==> src/rtl/lo_channel_sequencer.sv <==
// Sequences the quadrature LO across the enabled analysis channels.
// Per channel: select tap, pulse LO reset, settle, measure, then hand off via req/ack.
module lo_channel_sequencer #(
  parameter int NCH       = 16,
  parameter int DWELL_W   = 16,
  parameter int SETTLE_W  = 8,
  parameter int LORST_CYC = 3,
  localparam int CW       = $clog2(NCH)
) (
  input  logic                clk,
  input  logic                rstb,
  input  logic                cfg_we,
  input  logic [CW-1:0]       cfg_addr,
  input  logic                cfg_en,
  input  logic [3:0]          cfg_tap,
  input  logic [DWELL_W-1:0]  dwell,
  input  logic [SETTLE_W-1:0] settle,
  input  logic                cont,
  input  logic                start,
  input  logic                stop,
  input  logic                done_ack,
  output logic                lo_rst,
  output logic [3:0]          tap_sel,
  output logic [CW-1:0]       ch_idx,
  output logic                meas_valid,
  output logic                done_req,
  output logic                busy,
  output logic                scan_done
);

  localparam int CNT_W = (DWELL_W > SETTLE_W) ? DWELL_W : SETTLE_W;
  localparam logic [CNT_W-1:0] CNT_ONE = 1;
  localparam logic [CW:0]      PTR_ONE = 1;

  typedef enum logic [2:0] {
    S_IDLE, S_FIND, S_LORST, S_SETTLE, S_DWELL, S_HANDOFF
  } state_t;

  state_t              state, state_nxt;
  logic [CNT_W-1:0]    cnt, cnt_nxt;
  logic [CW:0]         ptr, ptr_nxt;
  logic [DWELL_W-1:0]  dwell_q;
  logic [SETTLE_W-1:0] settle_q;
  logic                cont_q;
  logic                stop_pend, stop_pend_nxt;
  logic [NCH-1:0]      tab_en;
  logic [3:0]          tab_tap [NCH];
  logic [3:0]          tap_nxt;
  logic [CW-1:0]       ch_nxt;
  logic                scan_done_nxt;
  logic                found;
  logic [CW-1:0]       sel;

  // Lowest enabled channel at or above ptr; descending loop leaves the lowest hit in sel.
  always_comb begin
    found = 1'b0;
    sel   = '0;
    for (int i = NCH - 1; i >= 0; i--) begin
      if (tab_en[i] && ((CW+1)'(i) >= ptr)) begin
        found = 1'b1;
        sel   = CW'(i);
      end
    end
  end

  // NOTE: every signal gets a default before the case so no path leaves it unassigned (no latches).
  always_comb begin
    state_nxt     = state;
    cnt_nxt       = cnt;
    ptr_nxt       = ptr;
    stop_pend_nxt = stop_pend;
    tap_nxt       = tap_sel;
    ch_nxt        = ch_idx;
    scan_done_nxt = 1'b0;
    unique case (state)
      S_IDLE: begin
        stop_pend_nxt = 1'b0;
        if (start && !stop) begin
          state_nxt = S_FIND;
          ptr_nxt   = '0;
        end
      end
      S_FIND: begin
        if (stop) begin
          state_nxt = S_IDLE;
        end else if (found) begin
          ch_nxt    = sel;
          tap_nxt   = tab_tap[sel];
          ptr_nxt   = {1'b0, sel} + PTR_ONE;
          cnt_nxt   = CNT_W'(LORST_CYC - 1);
          state_nxt = S_LORST;
        end else begin
          scan_done_nxt = 1'b1;
          if (cont_q && |tab_en) begin
            ptr_nxt   = '0;
            state_nxt = S_FIND;
          end else begin
            state_nxt = S_IDLE;
          end
        end
      end
      S_LORST: begin
        if (stop) begin
          state_nxt = S_IDLE;
        end else if (cnt == '0) begin
          if (settle_q != '0) begin
            state_nxt = S_SETTLE;
            cnt_nxt   = CNT_W'(settle_q) - CNT_ONE;
          end else begin
            state_nxt = S_DWELL;
            cnt_nxt   = CNT_W'(dwell_q) - CNT_ONE;
          end
        end else begin
          cnt_nxt = cnt - CNT_ONE;
        end
      end
      S_SETTLE: begin
        if (stop) begin
          state_nxt = S_IDLE;
        end else if (cnt == '0) begin
          state_nxt = S_DWELL;
          cnt_nxt   = CNT_W'(dwell_q) - CNT_ONE;
        end else begin
          cnt_nxt = cnt - CNT_ONE;
        end
      end
      S_DWELL: begin
        if (stop) begin
          state_nxt = S_IDLE;
        end else if (cnt == '0) begin
          state_nxt = S_HANDOFF;
        end else begin
          cnt_nxt = cnt - CNT_ONE;
        end
      end
      S_HANDOFF: begin
        // A stop here only takes effect once the accumulator has acked.
        if (stop) stop_pend_nxt = 1'b1;
        if (done_ack) state_nxt = (stop_pend || stop) ? S_IDLE : S_FIND;
      end
      default: state_nxt = S_IDLE;
    endcase
  end

  // NOTE: sequential state uses non-blocking assignments so all registers update together.
  always_ff @(posedge clk) begin
    if (!rstb) begin
      state      <= S_IDLE;
      cnt        <= '0;
      ptr        <= '0;
      dwell_q    <= '0;
      settle_q   <= '0;
      cont_q     <= 1'b0;
      stop_pend  <= 1'b0;
      lo_rst     <= 1'b1;
      tap_sel    <= '0;
      ch_idx     <= '0;
      meas_valid <= 1'b0;
      done_req   <= 1'b0;
      busy       <= 1'b0;
      scan_done  <= 1'b0;
    end else begin
      state      <= state_nxt;
      cnt        <= cnt_nxt;
      ptr        <= ptr_nxt;
      stop_pend  <= stop_pend_nxt;
      tap_sel    <= tap_nxt;
      ch_idx     <= ch_nxt;
      scan_done  <= scan_done_nxt;
      lo_rst     <= (state_nxt == S_IDLE) || (state_nxt == S_LORST);
      meas_valid <= (state_nxt == S_DWELL);
      done_req   <= (state_nxt == S_HANDOFF);
      busy       <= (state_nxt != S_IDLE);
      if (state == S_IDLE && start && !stop) begin
        dwell_q  <= (dwell == '0) ? DWELL_W'(1) : dwell;
        settle_q <= settle;
        cont_q   <= cont;
      end
    end
  end

  // NOTE: the channel table is a small register file that must come out of reset cleared,
  // so unlike a RAM it is reset explicitly.
  always_ff @(posedge clk) begin
    if (!rstb) begin
      tab_en <= '0;
      for (int i = 0; i < NCH; i++) tab_tap[i] <= '0;
    end else if (cfg_we) begin
      tab_en[cfg_addr]  <= cfg_en;
      tab_tap[cfg_addr] <= cfg_tap;
    end
  end

endmodule

==> config.mk <==
export PLATFORM = sky130hd
export DESIGN_NAME = lo_channel_sequencer
export DESIGN_NICKNAME = d
export VERILOG_FILES = /design/src/rtl/lo_channel_sequencer.sv
export SDC_FILE = /design/constraint.sdc
export NUM_CORES = 1
export LEC_CHECK = 0
export CAP_MARGIN = 20
export CORE_AREA = 2 2 124 126
export CTS_BUF_LIST = sky130_fd_sc_hd__clkbuf_16
export DETAILED_ROUTE_END_ITERATION = 7
export DIE_AREA = 0 0 126 128
export PLACE_DENSITY = 0.77
export SLEW_MARGIN = 5
export SYNTH_ARGS = -nofsm -noshare
export SYNTH_HDL_FRONTEND = slang
export SYNTH_SLANG_ARGS = --single-unit
==> constraint.sdc <==
create_clock -name clk -period 5.24 [get_ports clk]
set_clock_uncertainty 0.15 [all_clocks]
set_input_delay 0.524 -clock clk [delete_from_list [all_inputs] [get_ports clk]]
set_output_delay 0.524 -clock clk [all_outputs]
set_load 0.02 [all_outputs]
======== After elaboration in Yosys (flattened, before gate mapping) ========
Memory sizes are Yosys's and may differ from the RTL's. A register that Yosys moved wholly into a read port is not among the register bits.
Index checks and enable logic that the tools add are counted.
operators by class
  add/sub/neg operators ................... 4
  order comparisons ....................... 18
  equal/unequal tests ..................... 17
  mux-type cells .......................... 75
  bitwise gates (word level) .............. 3
  reductions and logical operators ........ 41
operators by type and width
  operator                                                                             count
  16-bit 2-to-1 mux                                                                    10
  4-bit 2-to-1 mux                                                                     18
  16-bit one-hot mux with 4 select lines                                               1
  4-bit by 5-bit greater-or-equal comparator with 1-bit output (first input constant)  8
  16-bit zero test                                                                     2
  16-bit by 1-bit subtractor with 16-bit output (second input constant)                2
  3-bit 2-to-1 mux                                                                     9
  1-bit 2-to-1 mux                                                                     26
  1-bit logical AND                                                                    21
  3-bit by 5-bit greater-or-equal comparator with 1-bit output (first input constant)  4
  5-bit 2-to-1 mux                                                                     4
  3-bit one-hot mux with 6 select lines                                                1
  16-bit bitwise mux                                                                   1
  2-bit != test (second input constant)                                                8
  16-bit OR reduction                                                                  1
  3-bit == test (second input constant)                                                4
  1-bit by 5-bit greater-or-equal comparator with 1-bit output (first input constant)  2
  2-bit by 5-bit greater-or-equal comparator with 1-bit output (first input constant)  2
  5-bit one-hot mux with 2 select lines                                                1
  3-bit by 2-bit == test with 1-bit output (second input constant)                     3
  8-bit by 1-bit subtractor with 9-bit output (second input constant)                  1
  8-bit nonzero test                                                                   1
  7-bit AND reduction                                                                  1
  3-bit zero test                                                                      2
  other kinds (19)                                                                     25
storage, ports and cells
  bits in registers ....................... 75
  bits in writable memories ............... 64
  logic and storage cells ................. 173
  memories ................................ 1
memory list
  memory   words  width  rd ports  clocked after Yosys merged registers in  write ports  RTL line  source
  tab_tap  16     4      1         1                                        16           47        logic [3:0] tab_tap [NCH];

======== Logic depth before layout (Yosys ltp) ========
  word-level depth ........................ 23
  mapped depth ............................ 13
  depth with buffers taken out ............ 11

======== Least setup slack after synthesis ========
OpenSTA, ideal clock, no wires.
  path kind ............................... register -> register
  start point ............................. register cnt[0]
  end point ............................... register cnt[15]
  arrival time ............................ 2.483 ns
  data required time ...................... 4.958 ns
  path slack .............................. 2.474 ns
  cell stages (with the launch flop) ...... 13
  buffers on the path ..................... 2
  period minus slack after synthesis ...... 2.766 ns
  path through ............................ dfxtp_1 > inv_1 > ha_1 > or4b_1 > nor3_1 > nand3_1 > clkbuf_1 > a21oi_1 > buf_2 > or2_2 > o22ai_1 > nand2_1 > a21oi_1
between the ends
  word-level cells in the longest chain between the ends .. 4
  elaborated cells between the ends (all ways) .. 11
ends and longest elaborated chain
  what                                                                               RTL line       source
  start: declaration                                                                 40             logic [CNT_W-1:0] cnt, cnt_nxt;
  start signal: assignment                                                           164            cnt <= cnt_nxt;
  16-bit by 1-bit subtractor with 16-bit output or 16-bit zero test (tied branches)  n/a
  16-bit 2-to-1 mux (on tied branches)                                               130, 105, 120
  16-bit 2-to-1 mux (on tied branches)                                               128, 103, 118
  16-bit one-hot mux with 4 select lines                                             75             unique case (state)
Parallel ways exist; a longest one is shown, timed or not. The select of a mux whose other input is x is not followed.
A chain may end at the register's enable or synchronous reset.

======== Worst setup path in the final report ========
  start point ............................. register cnt[1]
  end point ............................... register cnt[5]
The elaborated chain is that of the path after synthesis.

==> results list <==
- Source-to-sink clock delay at the later pin of the worst-skew pair: 0.42 ns
- FF+latch area: 3500 sq um
- Min Tclk post-route: 3.84 ns
- Root buffer cell: clkbuf_16
- Drt first-iter violations: a little over 600
* Area used by multi-input combinational logic: about 3700 sq um
- Hold buffer count at CTS: 0
* Initial antenna violation count: 0
* Total Routing Usage GR: 25.0%
* Proportion of register bits with asynchronous set or reset after synthesis: 0%
- Once the floorplan was initialized, standard cells occupied 50.5% of the core.
- For this design the static power due to leakage is 0.00307 uW.
- Top FF cell, synth: dfxtp_1
* Filler cell count: ~1300
- Setup violations remaining at the end of the flow were counted as 0.
- The pre-antenna-repair detailed-routing pass consisted of 5 iterations.
- Before CTS, the worst setup slack after placement is roughly 1.5 ns.
* Sum of negative setup slack: 0 ns
* Number of global-route vias before repair: just over 6000
* Min-Delay Endpoint: cont_q$_SDFFE_PN0P_
- Startpoint Class: register
- Gates resized, CTS repair: 0
- Number of nets in the synthesized netlist: 889
* RSZ-0062 raised after global routing: false
- Overflow after GRT: 0
* Die span in y: 128 um
* R2R depth: 10
- Number of nets with antenna violations after detailed routing: 0
- Antenna Diode Count: 0
- Counting instances, the worst hold path has a depth of 2.
- Number of clock sinks seen by CTS: 143
- Synthesized area divided by synthesized cell count: 8.89 sq um
- After detailed routing, the total wire length is 19800 um.
- Along the worst path, the maximum fanout reaches 11.
- Area inside the core boundary: 14900 sq um
- Across all hold checks on the routed design, the worst slack comes to between 0.3 and 0.4 ns.
- The cell area that synthesis handed to floorplanning was 7510 sq um.
- Wire per inst: 18.4 um
* CTS tree: built
- Crit share post-route: 73.3%
- During synthesis, Yosys emitted a total of 0 warnings.
* Kind of end point of the critical path: register
- Cell at the slowest stage of the critical path: a21oi_1
- Maximum capacitance violations: 0
- Traced cell by cell, the critical path runs through inv_1, ha_1, or4b_1, nor3_1, nand3_1, a21oi_1, nand2b_1, nor2b_1, o21ai_1, a21oi_1.
- Counting flops with a built-in enable in the synthesized netlist gives 64.
* Wire length of the first global-routing pass: about 31000 um
- The number of different library cells used by synthesis comes to 65.
* Setup Fix Bufs, Post-CTS: 0
* Post-route worst setup slack: between 1 and 1.5 ns
* Standard cell area after detailed placement: 8130 sq um
* Final hold violation count: 0
* Reg2Reg Capture Point: cnt[5]$_SDFFE_PN0P_
* Largest voltage drop on the vdd net: 0.280 mV
* Register-to-Register Setup Slack: 1.40 ns
* Largest stage delay on the critical path: just under 0.8 ns
- Post-route design area: 8740 sq um
- Maximum number of pins on one net before global-route repair: 56
- Counting along the longest clock path gives a buffer depth of 2.
- Count of buffers inserted at the top-level ports: 52
- The critical path is of the register to register type.
- Via density per instance: 5.97
* Sequential fraction of the synthesis area: 46.7%
- Number of slew-limit violations in the final report: 0
- P per Cell Area: 319 nW/um^2
- Inserted Clock Buffers: 17
- In this run the most critical hold path is launched from cont_q$_SDFFE_PN0P_.
- In this run the worst hold path is classified as register to register.
* Top-level port count: 53
- Cell mode on critical path: a21oi_1
- Total via count in the routed design: 6437
- Clock-pin slew was measured on the worst setup and hold paths at 0.06 ns.
- Cell Rows: between 40 and 50
- At the worst endpoint, the arrival time is 3.96 ns.
* Nets: 922
- Flip-flop and latch count after synthesis: 143
- The congestion estimate from routability-driven global placement came to 0.931.
- At the pin with the least slew margin, the transition time is 0.816 ns.
* Detailed placer's ending HPWL: 14000 um
- The die covers 16100 sq um.
- The clock tree synthesis step divided the H-tree into 4 levels.
- In the synthesized netlist, the number of instances is 845.
- DIE WIDTH: 126 um
- Max Clk Rate: 0.261 GHz
- After detailed routing, the number of remaining DRC violations is 0.
* Required time of the critical path: between 5 and 6 ns
- Outcome: complete, no violations
- From synthesis to final layout, the design area changed by 16.4%.
* Ratio of cells with drive above 1 in the final layout: 6.17%
* Rel. slew slack: 45.0%
* R2r startpoint: cnt[1]$_SDFFE_PN0P_
worst max-delay path: cells and delay by family (launching register included):
| kind | cells | cell delay, ns |
|---|---|---|
| adders and majority gates | 1 | 0.21 |
| AOI/OAI and AO/OA | 3 | 1.01 |
| buffers and inverters | 1 | 0.10 |
| DFF | 1 | 0.31 |
| and+or+nand+nor | 5 | 1.92 |
metrics by stage:
stage | util, % | power [uW] | instances
after floorplan | - | 1460 | 845
after global placement | 54.7 | 1570 | 1047
after detailed placement | 54.7 | 1570 | 1047
after CTS | 58.8 | 2790 | 1079
after global routing | 58.8 | 2880 | 1079
final | 58.8 | 2790 | 1079
layout by cell type (no fill, tap or decap), drive strengths merged, types with 14 or more instances in the layout:
cell / count
inv: 33
mux2i: 26
clkbuf: 19
dfxtp: 79
nand2: 107
o21ai: 70
nor4: 18
nand3: 17
nor2: 63
nor2b: 14
xnor2: 18
a21oi: 60
and2: 69
clkdlybuf4s50: 52
edfxtp: 64
area by class of cell:
class / count / share of cell area [%]
Clock buffer: 19 / 5.44
Clock inverter: 13 / 1.56
Inverter: 31 / 1.33
Multi-Input combinational cell: 627 / 42.4
Sequential cell: 143 / 40.1
Tap cell: 188 / 2.69
Timing Repair Buffer: 58 / 6.47
cell usage after synthesis, drive strengths merged (3+ instances only):
| cell | number | area, sq um |
|---|---|---|
| nand2 | 107 | 402 |
| dfxtp | 79 | 1580 |
| o21ai | 70 | 350 |
| and2 | 69 | 432 |
| edfxtp | 64 | 1920 |
| nor2 | 63 | 236 |
| a21oi | 60 | 312 |
| inv | 31 | 116 |
| clkbuf | 29 | 109 |
| mux2i | 26 | 260 |
| nor4 | 18 | 113 |
| xnor2 | 18 | 158 |
| nand3 | 17 | 85.1 |
| buf | 15 | 77.6 |
| nor2b | 14 | 87.6 |
| nor3 | 11 | 55.1 |
| a22oi | 10 | 75.1 |
| o22ai | 10 | 62.6 |
| or2 | 10 | 62.6 |
| or3 | 10 | 62.6 |
| o211ai | 9 | 67.6 |
| a211oi | 7 | 52.6 |
| xor2 | 7 | 61.3 |
| nand2b | 6 | 37.5 |
| nand4 | 6 | 37.5 |
| and3 | 5 | 31.3 |
| nand3b | 5 | 37.5 |
| a31oi | 4 | 25.0 |
| ha | 4 | 50.1 |
| mux2 | 4 | 45.0 |
| nand4b | 4 | 35.0 |
| o2111ai | 4 | 35.0 |
| o32ai | 4 | 35.0 |
| or3b | 4 | 35.0 |
| or4 | 4 | 30.0 |
| a21boi | 3 | 26.3 |
| a221oi | 3 | 26.3 |
| a32oi | 3 | 26.3 |
| a41oi | 3 | 26.3 |
| nor3b | 3 | 22.5 |
| o21a | 3 | 22.5 |
power by group:
group | switching, uW | internal (uW)
Sequential | 29.4 | 1210
Clock | 479 | 757
Combinational | 187 | 129
sequential cells by signal, summed over array words and instances (netlist names):
register / count
tab_tap: 64
cnt: 16
dwell_q: 16
tab_en: 16
settle_q: 8
ptr: 5
ch_idx: 4
tap_sel: 4
state: 3
busy: 1
cont_q: 1
done_req: 1
lo_rst: 1
meas_valid: 1
scan_done: 1
stop_pend: 1
metal layers:
metal / global-route usage, % / vias to the layer above / wire length [um]
met1: 30.5 / 3009 / 8080
met5: 0 / - / 0
li1: - / 3106 / -
met3: 5.01 / 48 / 1190
met4: 11.2 / 0 / 781
met2: 43.0 / 274 / 9790
how the worst max path moves through the flow:
| stage | startpoint | end | slack [ns] | cells after the start |
|---|---|---|---|---|
| floorplan | cnt[0]$_SDFFE_PN0P_ | cnt[15]$_SDFFE_PN0P_ | 2.47 | 12 |
| global placement | cnt[0]$_SDFFE_PN0P_ | cnt[9]$_SDFFE_PN0P_ | 1.64 | 10 |
| detailed placement | cnt[1]$_SDFFE_PN0P_ | cnt[9]$_SDFFE_PN0P_ | 1.52 | 10 |
| CTS | cnt[1]$_SDFFE_PN0P_ | cnt[5]$_SDFFE_PN0P_ | 1.48 | 10 |
| global route | cnt[1]$_SDFFE_PN0P_ | cnt[9]$_SDFFE_PN0P_ | 1.15 | 10 |
| finish | cnt[1]$_SDFFE_PN0P_ | cnt[5]$_SDFFE_PN0P_ | 1.40 | 10 |
logic make-up after synthesis:
group | count (synthesis) | share of synthesized area [%]
and+or+nand+nor | 358 | 24.2
xor gates and xnor gates | 25 | 2.92
DFF | 143 | 46.7
muxes | 31 | 4.37
AOI/OAI and AO/OA | 209 | 17.1
adders and majority gates | 4 | 0.666
buffers and inverters | 75 | 4.03
No activity file was read; power rests on OpenSTA's default activity.
